`src/rtl/fifo_access_scheduler.sv`:
```
// fifo_access_scheduler: round-robin arbiter sharing one single-operation
// buffer port between two write producers and one read consumer. Tracks
// buffer occupancy, returns read data one cycle after the read grant and
// flags any write to a full or read from an empty buffer.
module fifo_access_scheduler #(
  parameter int DEPTH = 16,
  parameter int CW    = 5
) (
  input  logic          clock,
  input  logic          rst,
  input  logic          p0_valid,
  input  logic [7:0]    p0_data,
  output logic          p0_ready,
  input  logic          p1_valid,
  input  logic [7:0]    p1_data,
  output logic          p1_ready,
  input  logic          c_req,
  output logic          c_gnt,
  output logic          c_valid,
  output logic [7:0]    c_data,
  output logic          fifo_wr_en,
  output logic          fifo_rd_en,
  output logic [7:0]    fifo_din,
  input  logic [7:0]    fifo_dout,
  input  logic          fifo_full,
  input  logic          fifo_empty,
  output logic [CW-1:0] occupancy,
  output logic          err
);

  typedef enum logic [1:0] {
    GNT_P0 = 2'd0,
    GNT_P1 = 2'd1,
    GNT_RD = 2'd2
  } grant_e;

  localparam logic [CW-1:0] DEPTH_W = CW'(DEPTH);

  grant_e        last_grant_q, last_grant_d;
  logic [CW-1:0] occupancy_q, occupancy_d;
  logic          c_valid_q, c_valid_d;
  logic          err_q, err_d;

  logic el_p0, el_p1, el_rd;
  logic gnt_p0, gnt_p1, gnt_rd;

  // Eligibility and round-robin grant; search begins just after last_grant.
  always_comb begin
    el_p0  = p0_valid && (occupancy_q < DEPTH_W);
    el_p1  = p1_valid && (occupancy_q < DEPTH_W);
    el_rd  = c_req && (occupancy_q != '0);
    gnt_p0 = 1'b0;
    gnt_p1 = 1'b0;
    gnt_rd = 1'b0;
    case (last_grant_q)
      GNT_P0: begin
        if (el_p1)      gnt_p1 = 1'b1;
        else if (el_rd) gnt_rd = 1'b1;
        else if (el_p0) gnt_p0 = 1'b1;
      end
      GNT_P1: begin
        if (el_rd)      gnt_rd = 1'b1;
        else if (el_p0) gnt_p0 = 1'b1;
        else if (el_p1) gnt_p1 = 1'b1;
      end
      default: begin
        if (el_p0)      gnt_p0 = 1'b1;
        else if (el_p1) gnt_p1 = 1'b1;
        else if (el_rd) gnt_rd = 1'b1;
      end
    endcase
  end

  // Next-state: last grant, occupancy, read-data valid and sticky error.
  always_comb begin
    last_grant_d = last_grant_q;
    occupancy_d  = occupancy_q;
    c_valid_d    = gnt_rd;
    err_d        = err_q;
    if (gnt_p0) begin
      last_grant_d = GNT_P0;
      occupancy_d  = occupancy_q + 1'b1;
    end else if (gnt_p1) begin
      last_grant_d = GNT_P1;
      occupancy_d  = occupancy_q + 1'b1;
    end else if (gnt_rd) begin
      last_grant_d = GNT_RD;
      occupancy_d  = occupancy_q - 1'b1;
    end
    if ((fifo_wr_en && fifo_full) || (fifo_rd_en && fifo_empty))
      err_d = 1'b1;
  end

  // State registers with synchronous active-high reset.
  always_ff @(posedge clock) begin
    if (rst) begin
      last_grant_q <= GNT_RD;
      occupancy_q  <= '0;
      c_valid_q    <= 1'b0;
      err_q        <= 1'b0;
    end else begin
      last_grant_q <= last_grant_d;
      occupancy_q  <= occupancy_d;
      c_valid_q    <= c_valid_d;
      err_q        <= err_d;
    end
  end

  // Output drive: grants, buffer port controls and gated read data.
  always_comb begin
    p0_ready   = gnt_p0;
    p1_ready   = gnt_p1;
    c_gnt      = gnt_rd;
    fifo_wr_en = gnt_p0 | gnt_p1;
    fifo_rd_en = gnt_rd;
    fifo_din   = gnt_p0 ? p0_data : (gnt_p1 ? p1_data : 8'h00);
    c_valid    = c_valid_q;
    c_data     = c_valid_q ? fifo_dout : 8'h00;
    occupancy  = occupancy_q;
    err        = err_q;
  end

endmodule

```
`config.mk`:
```
export PLATFORM = sky130hd
export DESIGN_NAME = fifo_access_scheduler
export DESIGN_NICKNAME = d
export VERILOG_FILES = /design/src/rtl/fifo_access_scheduler.sv
export SDC_FILE = /design/constraint.sdc
export NUM_CORES = 1
export LEC_CHECK = 0
export ABC_AREA = 1
export CAP_MARGIN = 20
export CORE_MARGIN = 10
export CORE_UTILIZATION = 34
export DETAILED_ROUTE_END_ITERATION = 8
export GPL_TIMING_DRIVEN = 0
export PLACE_DENSITY = 0.8
export SLEW_MARGIN = 5
export SYNTH_ARGS = -nofsm -noshare
export SYNTH_HDL_FRONTEND = slang
export SYNTH_SLANG_ARGS = --single-unit
export TNS_END_PERCENT = 100
```
`constraint.sdc`:
```
create_clock -name clock -period 1.7 [get_ports clock]
set_input_delay 0.255 -clock clock [delete_from_list [all_inputs] [get_ports clock]]
set_output_delay 0.255 -clock clock [all_outputs]
set_load 0.05 [all_outputs]
```
==> metrics.txt <==
root buffer cell clkbuf_4; CP Max Fanout 10; Post-Syn Instances 121; post-synth cell types 26; GRT Util Overall 13.74%; gr busiest metal met2; Final Skew 2.998 ps; CTS Buffer Depth 2; Hold/Removal Path Class flop to flop; post-synth top area cell dfxtp_1; peak supply drop 0.001139 V; critical path class flop to output port; top cell type's share of synthesized area 21.72%; met3 usage 7.846%; die span in y 69.40 um; Storage cell area 191.4 um^2; row count 17; grt met2 use 24.60%; synthesized area per cell 6.856 um^2; Fin Setup TNS -2039 ps; first-pass GRT wire length 5595 um; clock latency on the worst-skew pair 270 ps; overall power 2.985 mW; syn nets 155; share of layout cells above drive strength 1 44.72%; post-detailed-route wirelength per cell 15.16 um; vias per cell 4.837; startpoint types flop; Post-synth top cells nand2_1, inv_1, nor2_1, dfxtp_1, a22o_1; total of max-cap violations 0; ANT cells 0; Worst setup EP type output port; die area 0.004816 mm^2; clk slew on worst S/H paths 70 ps; Initial DRT Pass Iterations 4; max-slew violations 0; Synth warnings 0; failing checks negative setup slack; Slew HR 66.32%; Placed Area 0.001569 mm^2; GPL Wtd Cong 0.8277; dpl hpwl 2582 um; DR iter-0 viols 25; hold_ws 550.9 ps; number of synthesized flops with an enable pin 0; pin count of the biggest net entering global routing 11; GRT met1 Usage 12.46%; PD cells 1644 mW/mm^2; area of the multi-input gates 654.4 um^2; fill cell count 138; vias in the first global route 1183; final WL 3441 um; Setup-failing EPs final 15; Main synth FF type dfxtp_1; Final Cell Area 0.001815 mm^2; TritonCTS clock tree yes; pre-CTS setup slack -823.3 ps; Residual DRC 0; CORE AREA 0.002276 mm^2; Final ANT Viol Nets 0; worst-margin pin slew 504.4 ps; #FFs+latches synth 9; crit path time final 1901 ps; total CTS buffers 3; net count reported at finish 234; P_leak 0.8846 nW; Achievable Freq 0.5260 GHz; register area share after synthesis 21.72%; Final Hold Vio Count 0; synthesis-to-finish area growth 118.9%; I/O Pins 59; Vias 1098; Async SR Flop Fraction 0%; RSZ-0062 raised after global routing true; mapped cell area 829.5 um^2; required time of the critical path 1440 ps; Final WS setup -201.3 ps; fin crit share 111.8%; htree depth 1; crit path DAT 1650 ps; die extent in x 69.40 um; count leader, synth nand2_1; port bufs 58; grt ovf 0; status finished with violations; clock sink count 9; Starting Density 36.45%; initial antenna violation count 0; ranking of synthesized cells by area dfxtp_1, nand2_1, inv_1
==> worst max-delay path, stage by stage (launching register included) <==
cell and delay (ps):
dfxtp_4 360, inv_4 40, ha_4 140, inv_2 60
nor2_4 40, nand2_2 80, nand3_2 100, nand2_4 110
inv_8 60, a22o_4 250, buf_6 150
==> cells by family after synthesis <==
logic type               synth area share [%]
AND/OR/NAND/NOR                         36.35
flip-flops                              21.72
adder cells (fa/ha/maj)                 4.525
AO/OA/AOI/OAI                           15.84
buffers and inverters                   15.23
XOR/XNOR                                6.335
==> sequential cells by signal, indices dropped and copies added, names as in the netlist <==
register	flops
occupancy	5
err	1
last_grant_q	2
c_valid	1
==> metal layers <==
| metal | vias up | share of wire, % |
|---|---|---|
| met1 | 496 | 34 |
| met3 | 4 | 15 |
| met5 | - | 0 |
| met4 | 0 | 1.3 |
| li1 | 532 | - |
| met2 | 66 | 50 |
==> cell type report <==
type                            instances  share of cell area [%]
Buffer                                  3                   1.516
Clock buffer                            4                   1.447
Inverter                               27                   7.099
Multi-Input combinational cell         82                   36.04
Sequential cell                         9                   10.54
Tap cell                               28                   1.930
Timing Repair Buffer                   74                   41.42
==> worst paths after layout <==
kind | from | to | slack, ps | cells past startpoint
worst max-delay path | occupancy[1] | fifo_din[0] | -200 | 10
worst min-delay path | last_grant_q[0] | last_grant_q[0] | 550 | 2
worst max register to register | occupancy[1] | occupancy[2] | -20 | 14
worst min register to register | last_grant_q[0] | last_grant_q[0] | 550 | 2
==> cell usage in the layout, fill, tap and decap left out, types with 2 or more instances in the layout <==
| cell | netlist | final |
|---|---|---|
| dfxtp_4 | 0 | 2 |
| a21oi_1 | 5 | 3 |
| a22o_4 | 0 | 8 |
| clkdlybuf4s50_1 | 0 | 31 |
| xor2_1 | 4 | 4 |
| nand3_2 | 3 | 3 |
| o211ai_1 | 2 | 2 |
| a21oi_2 | 1 | 2 |
| nand3_1 | 5 | 5 |
| dlygate4sd2_1 | 0 | 5 |
| buf_8 | 0 | 4 |
| nor2_4 | 2 | 4 |
| buf_6 | 1 | 12 |
| ha_1 | 3 | 2 |
| xnor2_1 | 2 | 2 |
| buf_4 | 1 | 13 |
| inv_4 | 1 | 3 |
| clkdlybuf4s15_2 | 0 | 8 |
| nand2_1 | 22 | 21 |
| dfxtp_2 | 0 | 3 |
| nor2_1 | 13 | 10 |
| inv_2 | 6 | 4 |
| dfxtp_1 | 9 | 4 |
| nand2_2 | 4 | 4 |
| clkbuf_4 | 0 | 3 |
| nor2_2 | 1 | 2 |
| inv_8 | 0 | 2 |
| inv_1 | 20 | 17 |
| nand2_4 | 3 | 3 |
==> metrics by stage <==
stage	utilization [%]	cells
3_5_place_dp	68.94	207
4_1_cts	76.53	223
2_1_floorplan	-	121
5_1_grt	79.77	227
6_report	79.77	227
3_3_place_gp	68.94	207
==> power breakdown <==
group	internal [mW]	switching [mW]	total (mW)
sequential	0.298	0.0686	0.367
combinational	1.01	1.43	2.44
clock	0.0909	0.0877	0.179
==> repair_timing <==
action,CTS,global route
resized for setup,128,15
setup endpoints to repair,25,28
buffers inserted,12,4
hold buffers,0,0
pin swaps,3,7
(Power assumes the default switching activity.)
==> RTL edit 1, RTL diff (same flow settings) <==
`CW`: 5 -> 6.
--- a/src/rtl/fifo_access_scheduler.sv
+++ b/src/rtl/fifo_access_scheduler.sv
@@ -5,5 +5,5 @@
 module fifo_access_scheduler #(
   parameter int DEPTH = 16,
-  parameter int CW    = 5
+  parameter int CW    = 6
 ) (
   input  logic          clock,
Interface: changed (resized occupancy); port bits go from 59 to 60. No check against the original RTL was run, so the function may have changed too.
==> RTL edit 1 against the unedited design <==
The flow still finishes with violations (setup timing); largest cell class unchanged; wire length is 18% higher; first-iteration DRC count is 4.0% lower; synthesized cell count is 3.3% higher; non-clock buffer count is 3 higher; critical path depth is 2 lower; cell area is 11% higher; setup slack worse by 0.048 ns; sequential power is 15% higher; sequential cell count is 1 higher; global-route usage is 2.4 points higher; count of clock-buffer cells in the layout stayed put; total power is 32% higher; area after synthesis is 5.9% higher.
==> RTL edit 1: results (changes against the unedited design) <==
Synth
  – Synth Net Count: 158 (was 155)
  – Ranking of synthesized cells by area: dfxtp_1, nand2_1, a22o_1 (was dfxtp_1, nand2_1, inv_1)
  – Library cells used by synthesis: 28 (was 26)
  – Commonest cells post-synth: nand2_1, inv_1, nor2_1, dfxtp_1, a22o_1 (unchanged)
  – Post-synthesis sequential area ratio: 0.228 (was 0.217)
  – Syn avg cell area: 7.03 um^2 (was 6.86 um^2)

GRT
  – All-Layer GR Usage: 0.161 (was 0.137)
  – Largest net degree at the start of global routing: 9 (was 11)
  – First-pass GRT wire length: 6640 um (was 5600 um)
  – Routing usage on met2: 0.291 (was 0.246)
  – M3 GR Usage: 0.110 (was 0.0785)

Hold path
  – Hold endpoint: err$_SDFFE_PP0P_ (was last_grant_q[0]$_SDFFE_PP0P_)

Placed design
  – Detailed Place HPWL: 2700 um (was 2580 um)
  – Dpl cells: 214 (was 207)
  – DP Worst Slack: -0.914 ns (was -0.823 ns)
  – PortBufs: 59 (was 58)

Critical path
  – FF-to-FF setup slack: -0.08 ns (was -0.02 ns)
  – End point of the critical path: fifo_din[1] (was fifo_din[0])
  – CP arrival: 1.69 ns (was 1.65 ns)
  – Delay-heaviest family, CP: simple AND/OR/NAND/NOR gates (was flip-flops)
  – Maximum fanout along the worst path: 6 (was 10)
  – Worst reg2reg path depth: 12 (was 14)

STA
  – Skew final: 0.00761 ns (was 0.00300 ns)
  – Setup TNS: -3.03 ns (was -2.04 ns)
  – PnR worst setup slack: -0.250 ns (was -0.201 ns)
  – Final setup violation count: 19 (was 15)

Cells and area
  – Fin nets: 239 (was 234)
  – Share of layout cells above drive strength 1: 0.459 (was 0.447)

Power and ir drop
  – PwrDens: 1960 mW/mm^2 (was 1640 mW/mm^2)
  – Comb pwr share: 0.838 (was 0.817)
  – Clk pwr share: 0.055 (was 0.060)
  – Leakage: 0.000975 uW (was 0.000885 uW)
  – Internal Pwr Total: 1860 uW (was 1400 uW)

Detailed routing
  – First DRT Iteration DRCs: 24 (was 25)
  – Post-DR wirelength/cell: 17.3 um (was 15.2 um)
  – Via/cell ratio: 5.07 (was 4.84)
  – Met2 WL post-DR: 2070 um (was 1720 um)

Run status
  – Failing checks: setup timing (unchanged)
  – Status: complete, but fails checks (unchanged)

Clocking
  – Post-CTS setup buffers: 13 (was 12)
  – Post_cts resized: 151 (was 128)
[RTL edit 1: layout make-up]
class	count	area, um^2	share of cell area
Timing Repair Buffer	76	820	0.407
Sequential cell	10	223	0.111
Buffer	4	33.8	0.0168
Inverter	20	92.6	0.0460
Multi-Input combinational cell	90	759	0.377
Clock buffer	4	36.3	0.0180
Tap cell	30	37.5	0.0186
Timing Repair inverter	1	11.3	0.00559
[RTL edit 1: cells by family after synthesis]
| kind of cell | share of synthesized area |
|---|---|
| flops | 0.228 |
| compound gates | 0.165 |
| buf+inv | 0.127 |
| fa+ha+maj | 0.0285 |
| simple gates | 0.382 |
| xor+xnor | 0.0698 |
[RTL edit 1: worst register-to-register path, cell delays in order, from the launching register on]
cell	delay (ns)
dfxtp_4	0.35
nor2_4	0.19
buf_6	0.14
nand3_4	0.09
nor2_4	0.14
nand2_4	0.11
buf_4	0.16
nand3_4	0.08
buf_6	0.12
buf_6	0.11
nand2_1	0.05
nand2_1	0.07
a21oi_2	0.05
==> RTL edit 2, RTL diff (same flow settings) <==
Made on the original files. Register the output `err`, cleared by the reset; this adds one clock of latency there. The other outputs are not delayed to match.
--- a/src/rtl/fifo_access_scheduler.sv
+++ b/src/rtl/fifo_access_scheduler.sv
@@ -36,4 +36,6 @@
 
   localparam logic [CW-1:0] DEPTH_W = CW'(DEPTH);
+
+  logic err_c;
 
   grant_e        last_grant_q, last_grant_d;
@@ -118,5 +120,13 @@
     c_data     = c_valid_q ? fifo_dout : 8'h00;
     occupancy  = occupancy_q;
-    err        = err_q;
+    err_c      = err_q;
+  end
+
+  always_ff @(posedge clock) begin
+    if (rst) begin
+      err <= '0;
+    end else begin
+      err <= err_c;
+    end
   end
 
Check against the original RTL: not equivalent (a bounded check fails within 4 cycles, from zero or initial values and one cycle with rst high).
==> RTL edit 2 against the unedited design <==
The run still ends with setup timing left; wire length increased by 3.8%; sequential cell count increased by 1; register-to-register slack improved by 0.12 ns; worst hold slack got worse by 0.12 ns; area after synthesis decreased by 1.1%; sequential share of layout area increased by 1.8 points; setup slack got worse by 0.016 ns; clock skew increased by 0.011 ns; cell area decreased by 5.6%; total power increased by 10%; critical path type unchanged.
==> RTL edit 2: results (changes against the unedited design) <==
Synth
  – Ranking of synthesized cells by area: dfxtp_1, nand2_1, inv_1 (unchanged)
  – Commonest cells post-synth: nand2_1, inv_1, nor2_1, nand3_1, dfxtp_1 (was nand2_1, inv_1, nor2_1, dfxtp_1, a22o_1)
  – Synth Net Count: 163 (was 155)
  – Post-synthesis sequential area ratio: 0.244 (was 0.217)

Placed design
  – Area after DPL: 0.00158 mm^2 (was 0.00157 mm^2)
  – DP Worst Slack: -0.772 ns (was -0.823 ns)

Detailed routing
  – First DRT Iteration DRCs: 35 (was 25)
  – Vias after detailed routing: 1118 (was 1098)
  – WL final: 3570 um (was 3440 um)

GRT
  – Routing usage on met2: 0.257 (was 0.246)
  – All-Layer GR Usage: 0.147 (was 0.137)

Power and ir drop
  – Net Switching: 1830 uW (was 1590 uW)
  – Comb. pwr: 2660 uW (was 2440 uW)
  – Internal Pwr Total: 1460 uW (was 1400 uW)
  – Peak VDD IR: 1260 uV (was 1140 uV)

STA
  – Skew final: 0.0140 ns (was 0.00300 ns)
  – Final setup violation count: 12 (was 15)
  – Setup TNS: -1.97 ns (was -2.04 ns)
  – PnR worst setup slack: -0.218 ns (was -0.201 ns)

Cells and area
  – Filler cells: 176 (was 138)

Hold path
  – Hold_sp: err_c$_SDFFE_PP0P_ (was last_grant_q[0]$_SDFFE_PP0P_)
  – Hold endpoint: err$_SDFF_PP0_ (was last_grant_q[0]$_SDFFE_PP0P_)

Critical path
  – FF-to-FF setup slack: 0.10 ns (was -0.02 ns)
  – Worst R2R Start: last_grant_q[1]$_SDFFE_PP1P_ (was occupancy[1]$_SDFFE_PP0P_)
  – Worst R2R End: occupancy[0]$_SDFFE_PP0P_ (was occupancy[2]$_SDFFE_PP0P_)

Run status
  – Status: complete, but fails checks (unchanged)
  – Failing checks: setup timing (unchanged)
[RTL edit 2: changes by cell type in the layout (fill, tap and decap cells not counted), sizes merged, moves of 3 or more]
cell | before | now
nand3 | 9 | 13
clkbuf | 5 | 11
clkdlybuf4s15 | 8 | 1
buf | 31 | 26
nand2 | 29 | 32
[RTL edit 2: layout make-up]
type | instances | area [um^2] | share of cell area
flip-flops and latches | 10 | 211 | 0.123
repair buffers | 69 | 659 | 0.385
multi-input cells | 88 | 624 | 0.364
clock buffers | 3 | 22.5 | 0.0131
clock inverters | 1 | 3.75 | 0.00219
inverters | 28 | 130 | 0.0759
plain buffers | 3 | 27.5 | 0.0161
well taps | 28 | 35.0 | 0.0204
[RTL edit 2: how the worst max path moves through the flow]
stage	cells past startpoint	to	startpoint
floorplan	9	fifo_din[0]	occupancy[0]$_SDFFE_PP0P_
global placement	8	fifo_din[6]	p1_valid
detailed placement	8	fifo_din[6]	p1_valid
CTS	10	fifo_din[0]	occupancy[1]$_SDFFE_PP0P_
global route	10	fifo_din[0]	occupancy[1]$_SDFFE_PP0P_
finish	10	fifo_din[0]	occupancy[1]$_SDFFE_PP0P_
[RTL edit 2: what timing repair did]
| action | in CTS | in global routing |
|---|---|---|
| setup endpoints to repair | 25 | 21 |
| setup buffers | 8 | 3 |
| resized for setup | 114 | 18 |
| pin swaps | 5 | 2 |
| endpoints found under the hold margin | 0 | 0 |
[RTL edit 2: logic make-up after synthesis]
logic type | after synthesis | synth area share
XOR/XNOR | 6 | 0.0640
AO/OA/AOI/OAI | 16 | 0.133
adder cells (fa/ha/maj) | 3 | 0.0457
buffers and inverters | 31 | 0.155
flip-flops | 10 | 0.244
AND/OR/NAND/NOR | 63 | 0.358
